File: config.mk
export PLATFORM = sky130hd
export DESIGN_NAME = cont_param
export DESIGN_NICKNAME = d
export VERILOG_FILES = /design/src/rtl/cont_pkg.sv /design/src/rtl/cont_next.sv /design/src/rtl/cont_param.sv
export SDC_FILE = /design/constraint.sdc
export NUM_CORES = 1
export LEC_CHECK = 0
export ABC_AREA = 1
export CAP_MARGIN = 20
export CORE_AREA = 2 2 39 41
export DETAILED_ROUTE_END_ITERATION = 10
export DIE_AREA = 0 0 41 43
export MAX_ROUTING_LAYER = met4
export PLACE_DENSITY = 0.68
export SYNTH_ARGS = -nofsm -noshare
export SYNTH_HDL_FRONTEND = slang
export SYNTH_SLANG_ARGS = --single-unit
File: constraint.sdc
create_clock -name clk -period 1.82 [get_ports clk]
set_input_delay 0.364 -clock clk [delete_from_list [all_inputs] [get_ports clk]]
set_output_delay 0.364 -clock clk [all_outputs]
set_load 0.03 [all_outputs]
File: src/rtl/cont_pkg.sv
// Shared definitions for the parametrised mode counter: mode encodings and
// a helper that derives the all-ones count limit from a width.
package cont_pkg;

   localparam logic [1:0] MODO_UP     = 2'b00;
   localparam logic [1:0] MODO_DN     = 2'b01;
   localparam logic [1:0] MODO_DNSTEP = 2'b10;
   localparam logic [1:0] MODO_LOAD   = 2'b11;

   // Largest count representable in w bits (valid for w < 64).
   function automatic longint unsigned max_of(input int w);
      return (64'd1 << w) - 64'd1;
   endfunction

endpackage

File: src/rtl/cont_next.sv
// Combinational next-state for the mode counter: new count plus the
// wrap/limit event that the top module registers as rco.
module cont_next
   import cont_pkg::*;
#(
   parameter int WIDTH   = 4,
   parameter int DN_STEP = 3,
   parameter bit SAT     = 1'b0
) (
   input  logic [WIDTH-1:0] Q,
   input  logic [1:0]       modo,
   input  logic [WIDTH-1:0] D,
   output logic [WIDTH-1:0] q_nxt,
   output logic             carry_nxt
);

   localparam logic [WIDTH-1:0] MAX  = WIDTH'(max_of(WIDTH));
   localparam logic [WIDTH:0]   STEP = (WIDTH+1)'(DN_STEP);

   // One extra bit so the top bit of the difference is the borrow (Q < DN_STEP).
   logic [WIDTH:0] diff;
   assign diff = {1'b0, Q} - STEP;

   always_comb begin
      // NOTE: defaults first so every path assigns both outputs; no latch.
      q_nxt     = Q;
      carry_nxt = 1'b0;
      case (modo)
         MODO_UP: begin
            if (Q == MAX) begin
               carry_nxt = 1'b1;
               q_nxt     = SAT ? MAX : '0;
            end else begin
               q_nxt = Q + 1'b1;
            end
         end
         MODO_DN: begin
            if (Q == '0) begin
               carry_nxt = 1'b1;
               q_nxt     = SAT ? '0 : MAX;
            end else begin
               q_nxt = Q - 1'b1;
            end
         end
         MODO_DNSTEP: begin
            if (diff[WIDTH]) begin
               carry_nxt = 1'b1;
               q_nxt     = SAT ? '0 : diff[WIDTH-1:0];
            end else begin
               q_nxt = diff[WIDTH-1:0];
            end
         end
         default: q_nxt = D;
      endcase
   end

endmodule

File: src/rtl/cont_param.sv
// WIDTH-bit four-mode counter with registered ripple-carry out, cascade
// carry-in and a sticky overflow flag; synchronous active-low reset.
module cont_param
   import cont_pkg::*;
#(
   parameter int          WIDTH   = 4,
   parameter int          DN_STEP = 3,
   parameter bit          SAT     = 1'b0,
   parameter int unsigned RST_VAL = 0
) (
   input  logic             clk,
   input  logic             reset_L,
   input  logic             enb,
   input  logic             rci,
   input  logic [1:0]       modo,
   input  logic [WIDTH-1:0] D,
   input  logic             clr_ovf,
   output logic [WIDTH-1:0] Q,
   output logic             rco,
   output logic             ovf
);

   logic             act;
   logic [WIDTH-1:0] q_nxt;
   logic             carry_nxt;
   logic             rco_nxt;

   assign act     = enb & rci;
   assign rco_nxt = act & carry_nxt;

   cont_next #(
      .WIDTH   (WIDTH),
      .DN_STEP (DN_STEP),
      .SAT     (SAT)
   ) u_next (
      .Q         (Q),
      .modo      (modo),
      .D         (D),
      .q_nxt     (q_nxt),
      .carry_nxt (carry_nxt)
   );

   // rco is registered on the same edge as Q, so it lines up with the wrapped value.
   always_ff @(posedge clk) begin
      // NOTE: non-blocking assignments keep all three registers sampling pre-edge values.
      if (!reset_L) begin
         Q   <= WIDTH'(RST_VAL);
         rco <= 1'b0;
         ovf <= 1'b0;
      end else begin
         if (act) Q <= q_nxt;
         rco <= rco_nxt;
         ovf <= (ovf & ~clr_ovf) | rco_nxt;
      end
   end

endmodule

==> results.py <==
metrics = {
    "run_status": {
        "status": "finished, final reports clean",
    },
    "layout": {
        "layout.nets": 117,
        "layout-drive-gt1-share_pct": 13.7,
        "antenna_cells": 0,
        "syn2layout_area_growth_pct": 43.8,
        "fin_area_um2": 723,
        "fillerInstances": 144,
    },
    "die": {
        "design.die.area_um2": 1760,
        "die_w_um": 41,
        "start_util_pct": 36.3,
        "core_um2": 1380,
        "ios": 17,
        "die_h_um": 43,
        "rows": 14,
    },
    "logic_synthesis": {
        "syn_avg_cell_area_um2": 6.21,
        "ys_top_cells_by_area": "dfxtp_1, nand2_1, nand3_1, inv_1, ha_1",
        "ys_types": 22,
        "syn-cell-area_um2": 503,
        "synth_top_area_share_pct": 23.9,
        "syn_nets": 94,
        "synth-edff-count": 0,
        "yosys_most_used_dff": "dfxtp_1",
        "ys_warn_count": 0,
        "syn_inst": 81,
        "synth-async-reset-ratio_pct": 0,
        "synthTopCellsByCount": "nand2_1, inv_1, nand3_1, dfxtp_1, nor2_1",
        "yosysMostFrequentCell": "nand2_1",
        "yosys.area.top_type": "dfxtp_1",
        "synth_seq_cells": 6,
        "ys_seq_area_share_pct": 23.9,
    },
    "drt": {
        "wl_per_cell_um": 9.77,
        "vias": 574,
        "drtPass1Iterations": 4,
        "via_per_inst": 4.86,
        "ant_nets": 0,
        "route.detailed.drc": 0,
        "drt_iter0_drc": 13,
        "wl_um": 1150,
    },
    "timing": {
        "hold_viol": 0,
        "timing.final.crit_share_pct": 93.7,
        "setup_viol": 0,
        "slew_viol_final": 0,
        "worstMarginPinSlew_ns": 0.315,
        "final.min_clock_period_ns": 1.71,
        "rsz0062_at_grt": "false",
        "fin_skew_ns": 0.00679,
        "fmax_mhz": 586,
        "slew_headroom_pct": 78.9,
        "setup_tns_ns": 0,
        "setup_ws_ns": 0.114,
    },
    "clock_network": {
        "clockRootBuffer": "clkbuf_4",
        "htree_levels": 1,
        "cts_hold_buf": 0,
        "tritoncts": "built",
        "cts_sinks": 6,
        "cts_made_buffers": 3,
        "post_cts_buffers": 0,
        "clk_pin_slew_worst_paths_ns": 0.05,
        "clk_path_buf_depth": 2,
        "clk_latency_ns": 0.24,
    },
    "place": {
        "hpwl_um": 927,
        "gp_congestion": 0.818,
        "portBuffers": 16,
        "place_ws_ns": 0.124,
        "placed_area_um2": 698,
    },
    "setup_path": {
        "crit_family": "buffers and inverters",
        "endpoint_kind": "output pin",
        "crit_type": "register to output pin",
        "worstPathRequired_ns": 1.46,
        "critical_path_arrival_ns": 1.34,
        "worstPathMaxFanout": 4,
        "critPathBufInv": 1,
        "slowest_delay_ns": 0.70,
        "worstPathCellList": "clkdlybuf4s50_1",
        "worstSetupStartpointType": "register",
        "crit_slowest_cell": "clkdlybuf4s50_1",
    },
    "run": {
        "cap_violations": 0,
    },
    "pwr": {
        "vdd_drop_max_mv": 0.463,
        "p_leak_uw": 0.000354,
        "power_per_cell_area_nw_per_um2": 554,
    },
    "global_routing": {
        "grt_max_degree": 9,
        "grt_pass1_vias": 495,
        "grt_usage_pct": 15.6,
        "antenna_found_initial": 0,
        "grt_overflow": 0,
        "grt_first_pass_wirelength_um": 1840,
    },
    "hold_path": {
        "worst_hold_path_type": "register to register",
    },
}
layer usage:
layer	global-route usage, %	share of wire, %
met1	19.3	48
met2	22.5	47
met3	7.85	5.2
met4	3.33	0
met5	-	0
logic make-up (layout without fill, tap and decap cells):
logic type / after synthesis / after routing / synth area share, %
flops: 6 / 6 / 23.9
compound gates: 13 / 13 / 15.7
fa+ha+maj: 2 / 2 / 4.97
simple gates: 44 / 44 / 41.8
xor+xnor: 1 / 1 / 1.74
buf+inv: 15 / 36 / 11.9
area by class of cell:
class	count	area, µm²	area share (%)
sequential	6	120	16.6
inverter	14	52.6	7.27
tap	16	20.0	2.77
multi-input combinational	60	323	44.6
clock buffer	3	22.5	3.11
timing repair buffer	19	185	25.6
stage by stage:
stage	utilization (%)	std cells	total power, µW	hold WS [ns]
2_1_floorplan	-	81	226	0.466
3_3_place_gp	50.5	115	282	0.454
3_5_place_dp	50.5	115	282	0.457
4_1_cts	52.1	118	407	0.464
5_1_grt	52.3	118	433	0.481
6_report	52.3	118	400	0.462
worst paths after layout:
check,startpoint,end,slack (ns),cells past startpoint
setup / recovery,Q[0],Q[0],0.11,1
hold / removal,ovf,ovf,0.46,2
setup reg to reg,Q[1],Q[3],0.33,10
hold reg to reg,ovf,ovf,0.46,2
timing repair:
| action | 4_1_cts | 5_1_grt |
|---|---|---|
| endpoints found under the setup margin | 0 | 1 |
| gates resized for setup | 0 | 1 |
| hold endpoints to repair | 0 | 0 |
registers in the layout, indices dropped and copies added, names as in the netlist:
signal	count
rco	1
ovf	1
Q	4
cells in the final DEF, fill, tap and decap left out:
cell             count
inv_1               10
nor2_2               2
nor2_4               1
a41oi_1              1
clkbuf_4             3
nand3b_1             2
o211ai_1             2
a21oi_1              3
clkinv_1             1
o21ai_1              1
nor2_1               5
o21bai_1             1
o21ai_0              4
dfxtp_1              6
dlymetal6s2s_1       1
nand3_2              2
buf_4                3
nand2_1             23
nand4_1              1
inv_2                3
nand3_1              8
xor2_1               1
ha_1                 2
clkdlybuf4s50_1     15
o31ai_1              1
report_power, final:
part	internal, µW	total, µW	leakage, µW	switching, µW
clock	74.5	121	0.0000138	46.4
combinational	61.6	133	0.000291	71.8
sequential	139	146	0.0000491	7.12
total	275	400	0.000354	125
Power figures use the tool's default switching activity.
==> variant 1 (same settings) <==
`SAT` is set to 1'b0 in 2 places; all go to 1'b1.
--- a/src/rtl/cont_next.sv
+++ b/src/rtl/cont_next.sv
@@ -5,7 +5,7 @@
 #(
    parameter int WIDTH   = 4,
    parameter int DN_STEP = 3,
-   parameter bit SAT     = 1'b0
+   parameter bit SAT     = 1'b1
 ) (
    input  logic [WIDTH-1:0] Q,
    input  logic [1:0]       modo,
--- a/src/rtl/cont_param.sv
+++ b/src/rtl/cont_param.sv
@@ -5,7 +5,7 @@
 #(
    parameter int          WIDTH   = 4,
    parameter int          DN_STEP = 3,
-   parameter bit          SAT     = 1'b0,
+   parameter bit          SAT     = 1'b1,
    parameter int unsigned RST_VAL = 0
 ) (
    input  logic             clk,
Function: changed (a bounded check fails within 4 cycles, from zero or initial values and one cycle with reset_L low).
==> variant 1 against the unedited design <==
- sequential cell count is the same
- final area grew 7.1%
- wire length grew 18%
- register-to-register slack gained 0.02 ns
- global-route usage grew 3.5 points
- worst setup slack lost 0.051 ns
- synthesized area grew 15%
- total power shrank 3.6%
- critical endpoint unchanged
==> variant 1: results (changes against the unedited design) <==
Total GRT Usage 19.2% (+3.5 points); clock network share of area 2.91% (-0.21 points); Detailed Place HPWL 1120 um (+21%); vias in the first global route 543 (+9.7%); final WL 1360 um (+18%); placer congestion estimate 0.909 (+11%); Register-to-Register Path Depth 7 (-3); XOR/XNOR Fraction of Synth Area 1.52% (-0.22 points); register area share after synthesis 20.8% (-3.1 points); post-synthesis adder-cell area fraction 6.51% (+1.5 points); worst clock skew 0.00140 ns (-0.00539 ns); met3 WL 89 um (+48%); actual slew at the worst max-slew pin 0.319 ns (+0.00378 ns); switching part of the total 30.9% (-0.40 points); Synth Area in Compound Gates 15.6% (-0.053 points); critical-path maximum fanout 6 (+2); peak supply drop 274 uV (-41%); Met2 Routed Length 678 um (+26%); vias 650 (+13%); crit path DAT 1.39 ns (+0.05 ns); top cells by area, synth dfxtp_1 (21%), nand2_1 (21%), inv_1 (8.5%); fraction of layout cells with a size suffix above 1 12.2% (-1.6 points); wire length per cell 10.4 um (+6.6%); DR iter-0 viols 23 (+10); Post-Synthesis Cells 96 (+19%); first-pass GRT wire length 2270 um (+23%); met2 usage 28.7% (+6.2 points); status finished clean; Leak 0.415 nW (+17%); synth cell count leaders nand2_1 (32), inv_1 (13), nor2_1 (11); R2R Path End Q[1]; GR Layer Usage met3 4.71% (-3.1 points); Initial Util 41.7% (+5.3 points)
[variant 1: power groups by stage]
| stage | combinational, W | clock (W) | sequential [W] |
|---|---|---|---|
| floorplan | 0.0000651 | 0 | 0.000154 |
| global route | 0.000133 | 0.000139 | 0.000142 |
| finish | 0.000120 | 0.000124 | 0.000142 |
| global placement | 0.000119 | 0 | 0.000144 |
| CTS | 0.000120 | 0.000131 | 0.000142 |
| detailed placement | 0.000119 | 0 | 0.000145 |
[variant 1: metrics by stage]
| step | area [um^2] | total power [W] | setup WS (ns) |
|---|---|---|---|
| 2_1_floorplan | 577 | 0.000219 | 0.334 |
| 3_3_place_gp | 749 | 0.000264 | 0.193 |
| 3_5_place_dp | 749 | 0.000264 | 0.183 |
| 4_1_cts | 772 | 0.000393 | 0.0248 |
| 5_1_grt | 774 | 0.000414 | 0.00550 |
| 6_report | 774 | 0.000386 | 0.0630 |
[variant 1: tightest hold or removal path, delay by kind of cell (launching register included)]
kind             cells  cell delay [ns]
AND/OR/NAND/NOR      2             0.13
flip-flops           1             0.30
==> variant 2 (same settings) <==
Made on the original files. Register the output `ovf` once more, cleared by the reset; this adds one clock of latency there. The other outputs are not delayed to match.
--- a/src/rtl/cont_param.sv
+++ b/src/rtl/cont_param.sv
@@ -19,6 +19,8 @@
    output logic             rco,
    output logic             ovf
 );
+
+   logic ovf_s0;
 
    logic             act;
    logic [WIDTH-1:0] q_nxt;
@@ -46,11 +48,19 @@
       if (!reset_L) begin
          Q   <= WIDTH'(RST_VAL);
          rco <= 1'b0;
-         ovf <= 1'b0;
+         ovf_s0 <= 1'b0;
       end else begin
          if (act) Q <= q_nxt;
          rco <= rco_nxt;
-         ovf <= (ovf & ~clr_ovf) | rco_nxt;
+         ovf_s0 <= (ovf_s0 & ~clr_ovf) | rco_nxt;
+      end
+   end
+
+   always_ff @(posedge clk) begin
+      if (!reset_L) begin
+         ovf <= '0;
+      end else begin
+         ovf <= ovf_s0;
       end
    end
 
Formal check against the unedited RTL: not equivalent (Yosys sat finds a counterexample within 4 cycles, from zero or initial values and one cycle with reset_L low).
==> variant 2 against the unedited design <==
- sequential cell count up 1
- via count increased by 3.5%
- utilization up 1.8 points
- first-iteration DRC count shrank 23%
- wire length rose by 11%
- non-clock buffer count unchanged
- total power is 13% higher
- synthesized cell count is 6.2% higher
- synthesized area is 5.5% higher
- worst setup slack lost 0.065 ns
- final area rose by 3.5%
- largest power group unchanged
- highest routed layer is now met4
==> variant 2: results (changes against the unedited design) <==
fraction of layout cells with a size suffix above 1 13.0% (-0.76 points); first-pass GRT wire length 2130 um (+16%); IO buf count 16 (unchanged); Pwr Total 0.000452 W (+13%); Post-Layout Cell Count 124 (+5.1%); final WL 1280 um (+11%); vias in the first global route 523 (+5.7%); actual slew at the worst max-slew pin 0.306 ns (-0.00968 ns); Met2 Routed Length 589 um (+9.1%); Leak 0.347 nW (-2.0%); met2 usage 25.3% (+2.8 points); Top Layer Used met4; status finished clean; CP startpoint Q[3]; top cells by area, synth dfxtp_1 (26%), nand2_1 (20%), inv_1 (7.8%); Area after DPL 722 um^2 (+3.4%); peak supply drop 338 uV (-27%); hold path start ovf_s0; Gate power share 31.4% (-1.9 points); crit path DAT 1.41 ns (+0.07 ns); Mapped Nets 99 (+5.3%); Total GRT Usage 18.3% (+2.6 points); Detailed Place HPWL 958 um (+3.4%); met3 WL 55 um (-8.3%); critical-path maximum fanout 7 (+3); NetSw 0.000143 W (+14%); Synth top area share 26.4% (+2.5 points); clock power share 31.9% (+1.7 points); Met1 Wirelength 618 um (+12%); Avg Inst Size Synth 6.17 um^2 (-0.66%); DR iter-0 viols 10 (-3); GR Layer Usage met3 1.57% (-6.3 points); FF-to-FF setup slack 0.42 ns (+0.09 ns); placer congestion estimate 0.799 (-2.3%); register area share after synthesis 26.4% (+2.5 points); synthesis-to-layout area growth 41.0%; synth cell count leaders nand2_1 (28), inv_1 (11), nor2_1 (10); worst clock skew 0.00533 ns (-0.00146 ns); layout filler cell count 136 (-5.6%); Cell variety after synth 20 (-9.1%); Vias/cell 4.79 (-1.5%); reg2reg start Q[0]; routing usage on met1 24.4% (+5.1 points)
-- variant 2: final timing paths --
| kind | depth (start not counted) | endpoint |
|---|---|---|
| max | 1 | Q[3] |
| min | 2 | ovf |
| max reg2reg | 11 | Q[3] |
| min reg2reg | 2 | ovf |
-- variant 2: final cells by class --
type                    instances  share of cell area (%)
clock buffers                   4                    3.51
inverters                      14                    7.36
multi-input cells              64                    43.3
flip-flops and latches          7                    18.7
well taps                      16                    2.68
repair buffers                 19                    24.4
-- variant 2: per-stage QoR --
step	hold slack, ns	worst slack [ns]
CTS	0.443	0.0478
global placement	0.419	0.188
detailed placement	0.429	0.172
floorplan	0.405	0.330
finish	0.439	0.0492
global route	0.478	0.00963
-- variant 2: cells by family after synthesis --
group | after synthesis | share of synthesized area, %
buffers and inverters | 15 | 12.5
flip-flops | 7 | 26.4
XOR/XNOR | 1 | 1.65
adder cells (fa/ha/maj) | 2 | 4.72
AND/OR/NAND/NOR | 52 | 43.2
AO/OA/AOI/OAI | 9 | 11.6
